===== src/rtl/i2c_pkg.sv =====
// Shared definitions for the I2C register target: bus constants and FSM state encoding.
package i2c_pkg;

  localparam logic I2C_ACK  = 1'b0;
  localparam logic I2C_NACK = 1'b1;

  // Default 7-bit address of the CH7301 DVI transmitter.
  localparam logic [6:0] CH7301_ADDR = 7'h76;

  localparam int unsigned BYTE_W    = 8;
  localparam int unsigned BIT_CNT_W = 4;

  typedef enum logic [3:0] {
    ST_IDLE,
    ST_ADDR,
    ST_ADDR_ACK,
    ST_REG,
    ST_REG_ACK,
    ST_WDATA,
    ST_WDATA_ACK,
    ST_RD_WAIT,
    ST_RD_FETCH,
    ST_RDATA,
    ST_RACK,
    ST_RACK_HOLD
  } i2c_state_e;

endpackage


===== src/rtl/i2c_line_filter.sv =====
// One I2C line: synchronizer, glitch filter and registered rise/fall pulses of the
// filtered level.
module i2c_line_filter #(
  parameter int unsigned SYNC_STAGES = 2,
  parameter int unsigned FILT_LEN    = 3
) (
  input  logic clk,
  input  logic rst,
  input  logic raw,
  output logic level,
  output logic rise,
  output logic fall
);

  localparam int unsigned CNT_W = (FILT_LEN > 1) ? $clog2(FILT_LEN) : 1;

  logic [SYNC_STAGES-1:0] sync_q;
  logic [CNT_W-1:0]       cnt_q;
  logic                   samp;

  assign samp = sync_q[SYNC_STAGES-1];

  // A new level is accepted only after FILT_LEN consecutive differing samples.
  always_ff @(posedge clk) begin
    if (rst) begin
      sync_q <= '1;
      cnt_q  <= '0;
      level  <= 1'b1;
      rise   <= 1'b0;
      fall   <= 1'b0;
    end else begin
      sync_q <= {sync_q[SYNC_STAGES-2:0], raw};
      rise   <= 1'b0;
      fall   <= 1'b0;
      if (samp == level) begin
        cnt_q <= '0;
      end else if (cnt_q == CNT_W'(FILT_LEN - 1)) begin
        level <= samp;
        cnt_q <= '0;
        rise  <= samp;
        fall  <= ~samp;
      end else begin
        cnt_q <= cnt_q + CNT_W'(1);
      end
    end
  end

endmodule


===== src/rtl/i2c_reg_target.sv =====
// I2C target exposing an 8-bit-addressed register space with burst write/read and
// auto-incrementing register pointer. SCL is never driven.
module i2c_reg_target
  import i2c_pkg::*;
#(
  parameter logic [6:0]  DEV_ADDR    = CH7301_ADDR,
  parameter int unsigned SYNC_STAGES = 2,
  parameter int unsigned FILT_LEN    = 3
) (
  input  logic       clk,
  input  logic       rst,
  input  logic       scl_in,
  input  logic       sda_in,
  output logic       sda_oe,
  output logic [7:0] reg_addr,
  output logic       wr_en,
  output logic [7:0] wr_data,
  output logic       rd_en,
  input  logic [7:0] rd_data,
  output logic       busy
);

  localparam logic [BIT_CNT_W-1:0] LAST_BIT = BIT_CNT_W'(BYTE_W);
  localparam logic [BIT_CNT_W-1:0] PREV_BIT = BIT_CNT_W'(BYTE_W - 1);

  logic scl_lvl, scl_rise, scl_fall;
  logic sda_lvl, sda_rise, sda_fall;
  logic start_c, stop_c, byte_done;

  i2c_state_e           state_q, state_d;
  logic [7:0]           shift_q, shift_d;
  logic [BIT_CNT_W-1:0] bit_cnt_q, bit_cnt_d;
  logic                 rw_q, rw_d;
  logic                 sda_oe_d, wr_en_d, rd_en_d, busy_d;
  logic [7:0]           reg_addr_d, wr_data_d;

  i2c_line_filter #(.SYNC_STAGES(SYNC_STAGES), .FILT_LEN(FILT_LEN)) u_scl_filt (
    .clk   (clk),
    .rst   (rst),
    .raw   (scl_in),
    .level (scl_lvl),
    .rise  (scl_rise),
    .fall  (scl_fall)
  );

  i2c_line_filter #(.SYNC_STAGES(SYNC_STAGES), .FILT_LEN(FILT_LEN)) u_sda_filt (
    .clk   (clk),
    .rst   (rst),
    .raw   (sda_in),
    .level (sda_lvl),
    .rise  (sda_rise),
    .fall  (sda_fall)
  );

  // Both lines see the same pipeline delay, so SDA edges line up with the SCL level.
  assign start_c   = sda_fall & scl_lvl;
  assign stop_c    = sda_rise & scl_lvl;
  assign byte_done = (bit_cnt_q == LAST_BIT);

  always_ff @(posedge clk) begin
    if (rst) begin
      state_q   <= ST_IDLE;
      shift_q   <= '0;
      bit_cnt_q <= '0;
      rw_q      <= 1'b0;
      sda_oe    <= 1'b0;
      reg_addr  <= '0;
      wr_en     <= 1'b0;
      wr_data   <= '0;
      rd_en     <= 1'b0;
      busy      <= 1'b0;
    end else begin
      state_q   <= state_d;
      shift_q   <= shift_d;
      bit_cnt_q <= bit_cnt_d;
      rw_q      <= rw_d;
      sda_oe    <= sda_oe_d;
      reg_addr  <= reg_addr_d;
      wr_en     <= wr_en_d;
      wr_data   <= wr_data_d;
      rd_en     <= rd_en_d;
      busy      <= busy_d;
    end
  end

  always_comb begin
    state_d    = state_q;
    shift_d    = shift_q;
    bit_cnt_d  = bit_cnt_q;
    rw_d       = rw_q;
    sda_oe_d   = sda_oe;
    reg_addr_d = reg_addr;
    wr_data_d  = wr_data;
    busy_d     = busy;
    wr_en_d    = 1'b0;
    rd_en_d    = 1'b0;

    if (stop_c) begin
      state_d  = ST_IDLE;
      sda_oe_d = 1'b0;
      busy_d   = 1'b0;
    end else if (start_c) begin
      // Repeated START keeps reg_addr so a pointer write can be followed by a read.
      state_d   = ST_ADDR;
      sda_oe_d  = 1'b0;
      bit_cnt_d = '0;
    end else begin
      case (state_q)
        ST_IDLE: state_d = ST_IDLE;

        ST_ADDR: begin
          if (scl_rise) begin
            shift_d   = {shift_q[6:0], sda_lvl};
            bit_cnt_d = bit_cnt_q + BIT_CNT_W'(1);
          end else if (scl_fall && byte_done) begin
            bit_cnt_d = '0;
            if (shift_q[7:1] == DEV_ADDR) begin
              sda_oe_d = 1'b1;
              rw_d     = shift_q[0];
              busy_d   = 1'b1;
              state_d  = ST_ADDR_ACK;
            end else begin
              state_d = ST_IDLE;
            end
          end
        end

        ST_ADDR_ACK: begin
          if (scl_fall) begin
            sda_oe_d  = 1'b0;
            bit_cnt_d = '0;
            if (rw_q) begin
              rd_en_d = 1'b1;
              state_d = ST_RD_WAIT;
            end else begin
              state_d = ST_REG;
            end
          end
        end

        ST_REG: begin
          if (scl_rise) begin
            shift_d   = {shift_q[6:0], sda_lvl};
            bit_cnt_d = bit_cnt_q + BIT_CNT_W'(1);
          end else if (scl_fall && byte_done) begin
            reg_addr_d = shift_q;
            sda_oe_d   = 1'b1;
            bit_cnt_d  = '0;
            state_d    = ST_REG_ACK;
          end
        end

        ST_REG_ACK: begin
          if (scl_fall) begin
            sda_oe_d  = 1'b0;
            bit_cnt_d = '0;
            state_d   = ST_WDATA;
          end
        end

        // Data is committed only at the ACK, so a STOP mid-byte writes nothing.
        ST_WDATA: begin
          if (scl_rise) begin
            shift_d   = {shift_q[6:0], sda_lvl};
            bit_cnt_d = bit_cnt_q + BIT_CNT_W'(1);
            if (bit_cnt_q == PREV_BIT) begin
              wr_data_d = {shift_q[6:0], sda_lvl};
            end
          end else if (scl_fall && byte_done) begin
            sda_oe_d  = 1'b1;
            wr_en_d   = 1'b1;
            bit_cnt_d = '0;
            state_d   = ST_WDATA_ACK;
          end
        end

        ST_WDATA_ACK: begin
          if (scl_fall) begin
            sda_oe_d   = 1'b0;
            reg_addr_d = reg_addr + 8'd1;
            bit_cnt_d  = '0;
            state_d    = ST_WDATA;
          end
        end

        // rd_data is valid the cycle after rd_en; capture it one cycle later still.
        ST_RD_WAIT: state_d = ST_RD_FETCH;

        ST_RD_FETCH: begin
          shift_d   = rd_data;
          sda_oe_d  = ~rd_data[7];
          bit_cnt_d = '0;
          state_d   = ST_RDATA;
        end

        ST_RDATA: begin
          if (scl_rise) begin
            bit_cnt_d = bit_cnt_q + BIT_CNT_W'(1);
          end else if (scl_fall) begin
            if (byte_done) begin
              sda_oe_d = 1'b0;
              state_d  = ST_RACK;
            end else begin
              shift_d  = {shift_q[6:0], 1'b0};
              sda_oe_d = ~shift_q[6];
            end
          end
        end

        ST_RACK: begin
          if (scl_rise) begin
            state_d = (sda_lvl == I2C_ACK) ? ST_RACK_HOLD : ST_IDLE;
          end
        end

        // Next byte is fetched only once SCL is low again.
        ST_RACK_HOLD: begin
          if (scl_fall) begin
            reg_addr_d = reg_addr + 8'd1;
            rd_en_d    = 1'b1;
            state_d    = ST_RD_WAIT;
          end
        end

        default: state_d = ST_IDLE;
      endcase
    end
  end

endmodule


===== config.mk =====
export PLATFORM = sky130hd
export DESIGN_NAME = i2c_reg_target
export DESIGN_NICKNAME = d
export VERILOG_FILES = /design/src/rtl/i2c_pkg.sv /design/src/rtl/i2c_line_filter.sv /design/src/rtl/i2c_reg_target.sv
export SDC_FILE = /design/constraint.sdc
export NUM_CORES = 1
export LEC_CHECK = 0
export CAP_MARGIN = 30
export CELL_PAD_IN_SITES_DETAIL_PLACEMENT = 0
export CELL_PAD_IN_SITES_GLOBAL_PLACEMENT = 2
export CORE_MARGIN = 2
export CORE_UTILIZATION = 34
export DETAILED_ROUTE_END_ITERATION = 16
export PLACE_DENSITY = 0.84
export SYNTH_ARGS = -nofsm -noshare
export SYNTH_HDL_FRONTEND = slang
export SYNTH_HIERARCHICAL = 1
export SYNTH_SLANG_ARGS = --single-unit

===== constraint.sdc =====
create_clock -name clk -period 2.6 [get_ports clk]
set_input_delay 0.26 -clock clk [delete_from_list [all_inputs] [get_ports clk]]
set_output_delay 0.26 -clock clk [all_outputs]
set_load 0.02 [all_outputs]

Word level (Yosys, flattened, before mapping) --
Cells that the tools add are included.
Word-level totals: register bits after elaboration 51, output and inout port bits 20
Cells by class: add/sub/neg operators 4, eq/ne operators 54, muxes and demuxes 48, bitwise operators 14, reductions and logical operators 28
Operators by type and width (number):
- 4-bit 2-to-1 mux | 19
- 8-bit 2-to-1 mux | 7
- 4-bit one-hot mux with 10 select lines | 1
- 13-bit AND reduction | 2
- 3-bit != test (second input constant) | 8
- 8-bit one-hot mux with 3 select lines | 1
- 2-bit != test (second input constant) | 11
- 3-bit OR reduction | 7
- 4-bit by 3-bit == test with 1-bit output (second input constant) | 5
- 4-bit == test (second input constant) | 5
- 2-bit by 1-bit != test with 1-bit output (second input constant) | 9
- 4-bit one-hot mux with 4 select lines | 1
- 8-bit one-hot mux with 2 select lines | 1
- 3-bit by 2-bit != test with 1-bit output (second input constant) | 5
- 5-bit AND reduction | 3
- 1-bit 2-to-1 mux | 14
- 1-bit inverter | 12
- 6-bit AND reduction | 2
- 5-bit nonzero test | 2
- 9-bit AND reduction | 1
- 8-bit by 1-bit adder with 8-bit output (second input constant) | 1
- 4-bit by 2-bit == test with 1-bit output (second input constant) | 2
- 2-bit OR reduction | 4
- 7-bit == test (second input constant) | 1
- 18 further kinds | 24

Logic depth before layout (Yosys ltp) --
word-level depth 6, gate-level depth with buffers 7

By module --
The synthesis kept the hierarchy.
By module, submodules not included:
- i2c_reg_target | times used 1, cells an instance 284, area each 2297.2 µm²
- i2c_line_filter | times used 2, cells an instance 18, area each 231.5 µm²

Least setup slack after synthesis --
No wires, ideal clock.
path type register -> register, start reg bit_cnt_q[0], end reg sda_oe, setup time 123 ps, data arrival time 1801 ps, data required time 2477 ps, slack 676 ps, stages on the path, launching flop included 7, buffers on the path 0, clock period less this slack 1924 ps, cell sequence dfxtp_1 -> inv_1 -> ha_1 -> nand4b_1 -> or4_1 -> a311oi_1 -> mux2_1
On the way: word-level cells in the longest chain between the ends 5, elaborated cells on any way between the ends 9
Ends and longest elaborated chain:
- start: declaration | RTL line i2c_reg_target.sv:32 | logic [BIT_CNT_W-1:0] bit_cnt_q, bit_cnt_d;
- start signal: assignment | RTL line i2c_reg_target.sv:75 | bit_cnt_q <= bit_cnt_d;
- 4-bit == test (*) | RTL line i2c_reg_target.sv:58 | assign byte_done = (bit_cnt_q == LAST_BIT);
- 1-bit 2-to-1 mux | RTL line i2c_reg_target.sv:200 | if (byte_done) begin
- 1-bit 2-to-1 mux | RTL line i2c_reg_target.sv:199 | end else if (scl_fall) begin
- 1-bit 2-to-1 mux | RTL line i2c_reg_target.sv:197 | if (scl_rise) begin
- 1-bit one-hot mux with 5 select lines | RTL line i2c_reg_target.sv:108 | case (state_q)
- end signal: assignment | RTL line i2c_reg_target.sv:77 | sda_oe <= sda_oe_d;
- end: declaration | RTL line i2c_reg_target.sv:14 | output logic sda_oe,
Every way passes the cells marked *; elsewhere a longest branch is shown, timed or not. The select of a mux whose other input is x is not followed. A chain may end at the register's enable or synchronous reset.

Worst setup path in the final report --
Ends and elaborated chain as after synthesis.

==> reports/summary.json <==
{
  "synth.cell_area": {"value": 0.00276, "unit": "mm²"},
  "layout_common_cells": {"value": "dfxtp_1, nor2_1, clkdlybuf4s50_1"},
  "drt_pass1_iterations": {"value": 4},
  "tritoncts": {"value": "yes"},
  "initial_core_utilization": {"value": 0.354},
  "synthesized_net_count": {"value": 337},
  "final_layout_size_suffix_gt1_frac": {"value": 0.124},
  "buffer_ports.inserted": {"value": 31},
  "cp_data_arrival_time": {"value": 2.33, "unit": "ns"},
  "worst_hold_path_type": {"value": "flip-flop to flip-flop"},
  "number_of_buffers_created_by_cts": {"value": 5},
  "grt_max_degree": {"value": 24},
  "end_kind": {"value": "flip-flop"},
  "comb_power_share": {"value": 0.294},
  "finalNetCount": {"value": 371},
  "ys_ff_latch": {"value": 51},
  "finalCritPeriodShare": {"value": 0.818},
  "finalClockSkew": {"value": 0.00487, "unit": "ns"},
  "status": {"value": "completed"},
  "maxCapViolations": {"value": 0},
  "cts-htree-levels": {"value": 2},
  "hpwlAfterDp": {"value": 4.98, "unit": "mm"},
  "dieArea": {"value": 0.00885, "unit": "mm²"},
  "syn2layout_area_growth": {"value": 20.4, "unit": "%"},
  "synth.yosys.warnings": {"value": 6},
  "cts_resized": {"value": 0},
  "place_area": {"value": 0.00321, "unit": "mm²"},
  "postSynthCellCount": {"value": 320},
  "synthFlopType": {"value": "dfxtp_1"},
  "synthesis.area_per_instance": {"value": 8.63, "unit": "µm²"},
  "final.setup.tns": {"value": 0, "unit": "ns"},
  "clock_network_latency_to_the_later_pin_of_the_worst_skew_pair": {"value": 0.31, "unit": "ns"},
  "drt.antenna.violating_nets": {"value": 0},
  "max-slew-margin-rel": {"value": 0.523},
  "die_h": {"value": 94.1, "unit": "µm"},
  "finalWorstPathRequiredPeriod": {"value": 2.13, "unit": "ns"},
  "type_of_the_worst_setup_path": {"value": "flip-flop to flip-flop"},
  "synth_async_sr_flop_share": {"value": 0},
  "unrepaired_setup_endpoints_after_global_routing": {"value": "false"},
  "finish.utilization": {"value": 0.425},
  "route.vias.total": {"value": 2460},
  "cts_root_buffer": {"value": "clkbuf_8"},
  "power.share.sequential": {"value": 0.431},
  "place_congestion": {"value": 0.829},
  "worstSetupStartpointType": {"value": "flip-flop"},
  "crit_fanout": {"value": 4},
  "floorplan.core_area": {"value": 0.00781, "unit": "mm²"},
  "clock_path_buffers": {"value": 2},
  "internal-power": {"value": 1.39, "unit": "mW"},
  "grt.total_usage": {"value": 0.165},
  "achievable-frequency": {"value": 0.470, "unit": "GHz"},
  "timing_worst_slew_pin_value": {"value": 0.713, "unit": "ns"},
  "rrSetupSlack": {"value": 0.47, "unit": "ns"},
  "cp_data_required_time": {"value": 2.80, "unit": "ns"},
  "cts.clk_slew.worst_paths": {"value": 0.10, "unit": "ns"},
  "first_global_vias": {"value": 2343},
  "clkPwrFrac": {"value": 0.275},
  "drt_first_iter_violations": {"value": 127},
  "grt_antenna_before_repair": {"value": 0},
  "drt-wirelength-per-cell": {"value": 15.1, "unit": "µm"},
  "hold_buffers": {"value": 0},
  "grt.overflow.total": {"value": 0},
  "final_max_slew_viol_count": {"value": 0},
  "static-leakage-power": {"value": 1.22, "unit": "nW"},
  "synth_edf_count": {"value": 0},
  "antennaDiodeCount": {"value": 0},
  "detail_route.vias_per_cell": {"value": 5.38},
  "power.share.switching": {"value": 0.337},
  "synth_cell_types": {"value": 60},
  "final-hold-violation-count": {"value": 0},
  "power_per_cell_area": {"value": 632, "unit": "mW/mm²"},
  "peakVddDrop": {"value": 0.000336, "unit": "V"},
  "timing.final.setup_violations": {"value": 0},
  "grt_first_pass_wirelength": {"value": 11.6, "unit": "mm"},
  "io_pins": {"value": 32},
  "tritoncts_num_sinks": {"value": 51},
  "fp-row-count": {"value": 32},
  "final_common_cell": {"value": "dfxtp_1"},
  "routed_wirelength": {"value": 6.92, "unit": "mm"},
  "worst_hold_slack": {"value": 0.421, "unit": "ns"},
  "post-cts-setup-buffers": {"value": 0},
  "synth_seq_area_share": {"value": 0.370},
  "power_switching": {"value": 707, "unit": "µW"},
  "layout.cell_area.non_filler": {"value": 0.00332, "unit": "mm²"},
  "drc_errors": {"value": 0},
  "die-width": {"value": 94.1, "unit": "µm"}
}
-- cells by family (layout without fill, tap and decap cells) --
kind of cell	count (synthesis)	after routing	synth area share
buffers and inverters	26	61	0.0444
AO/OA/AOI/OAI	82	82	0.191
multiplexers	25	25	0.0943
XOR/XNOR	2	2	0.00635
AND/OR/NAND/NOR	129	129	0.271
adder cells (fa/ha/maj)	5	5	0.0227
flip-flops	51	51	0.370
-- synthesized netlist by cell type (all sizes together) (2+ instances only) --
cell type,n,share of area
dfxtp,51,0.37
mux2i,17,0.062
nor2,33,0.048
and3b,2,0.0063
buf,11,0.024
or3,5,0.011
a211o,3,0.010
a21boi,4,0.011
clkbuf,6,0.0082
nand3b,6,0.016
and3,3,0.0068
nor3,8,0.015
mux2,8,0.033
o22ai,2,0.0045
ha,5,0.023
a211oi,5,0.014
nand2b,4,0.0091
o211ai,2,0.0054
a22oi,2,0.0054
and2,9,0.020
nand4b,3,0.0095
or2,5,0.011
o221ai,2,0.0063
a21oi,22,0.040
o21ai,22,0.040
and4bb,4,0.018
nor4,6,0.014
xnor2,2,0.0063
a31oi,4,0.0091
nand4bb,2,0.0082
a311oi,2,0.0063
nor2b,4,0.0091
inv,9,0.012
nor3b,6,0.016
nand2,16,0.022
nand3,9,0.018
o32ai,2,0.0063
-- cell type report --
class	instances	area (µm²)
clock inverters	3	46.3
well taps	102	128
inverters	9	33.8
flip-flops and latches	51	1020
multi-input cells	243	1620
fillers	819	4490
repair buffers	44	408
clock buffers	5	68.8
-- flip-flops by register name, indices dropped and copies added, names as in the netlist --
register           count
u_sda_filt/sync_q      2
bit_cnt_q              4
sda_oe                 1
shift_q                8
wr_data                8
u_scl_filt/fall        1
u_scl_filt/cnt_q       2
u_scl_filt/rise        1
u_scl_filt/sync_q      2
u_scl_filt/level       1
u_sda_filt/level       1
u_sda_filt/cnt_q       2
wr_en                  1
u_sda_filt/rise        1
rw_q                   1
state_q                4
busy                   1
reg_addr               8
u_sda_filt/fall        1
rd_en                  1
-- routing by layer --
layer / up-vias / share of wire / global-route usage
met4: 0 / 0.013 / 0.0495
met5: - / 0 / 0
li1: 1254 / - / -
met3: 7 / 0.039 / 0.0321
met1: 1158 / 0.51 / 0.232
met2: 41 / 0.44 / 0.254
-- final timing paths --
| kind | start | end | cells past startpoint |
|---|---|---|---|
| worst max-delay path | bit_cnt_q[0] | sda_oe | 6 |
| worst min-delay path | u_scl_filt/sync_q[0] | u_scl_filt/sync_q[1] | 1 |
| worst max register to register | bit_cnt_q[0] | sda_oe | 6 |
| worst min register to register | u_scl_filt/sync_q[0] | u_scl_filt/sync_q[1] | 1 |
-- stage by stage --
stage,total power [mW],setup slack [ns],instances
3_3_place_gp,1.54,0.503,449
2_1_floorplan,1.37,0.676,320
5_1_grt,2.23,0.270,457
3_5_place_dp,1.53,0.496,449
4_1_cts,2.12,0.478,457
6_report,2.10,0.474,457
-- power by group through the flow --
stage          Clock (mW)  Combinational [mW]  Sequential [mW]
2_1_floorplan           0               0.501            0.866
3_3_place_gp            0               0.613            0.924
3_5_place_dp            0               0.609            0.920
4_1_cts             0.604               0.614            0.903
5_1_grt             0.630               0.682            0.918
6_report            0.578               0.617            0.905
-- worst max-delay path: stages, from the launching register on --
cell,delay [ns]
dfxtp_1,0.35
inv_1,0.08
ha_1,0.21
nand4b_1,0.18
or4_1,0.56
a311oi_1,0.31
mux2_1,0.34
No activity file was read; power rests on OpenSTA's default activity.
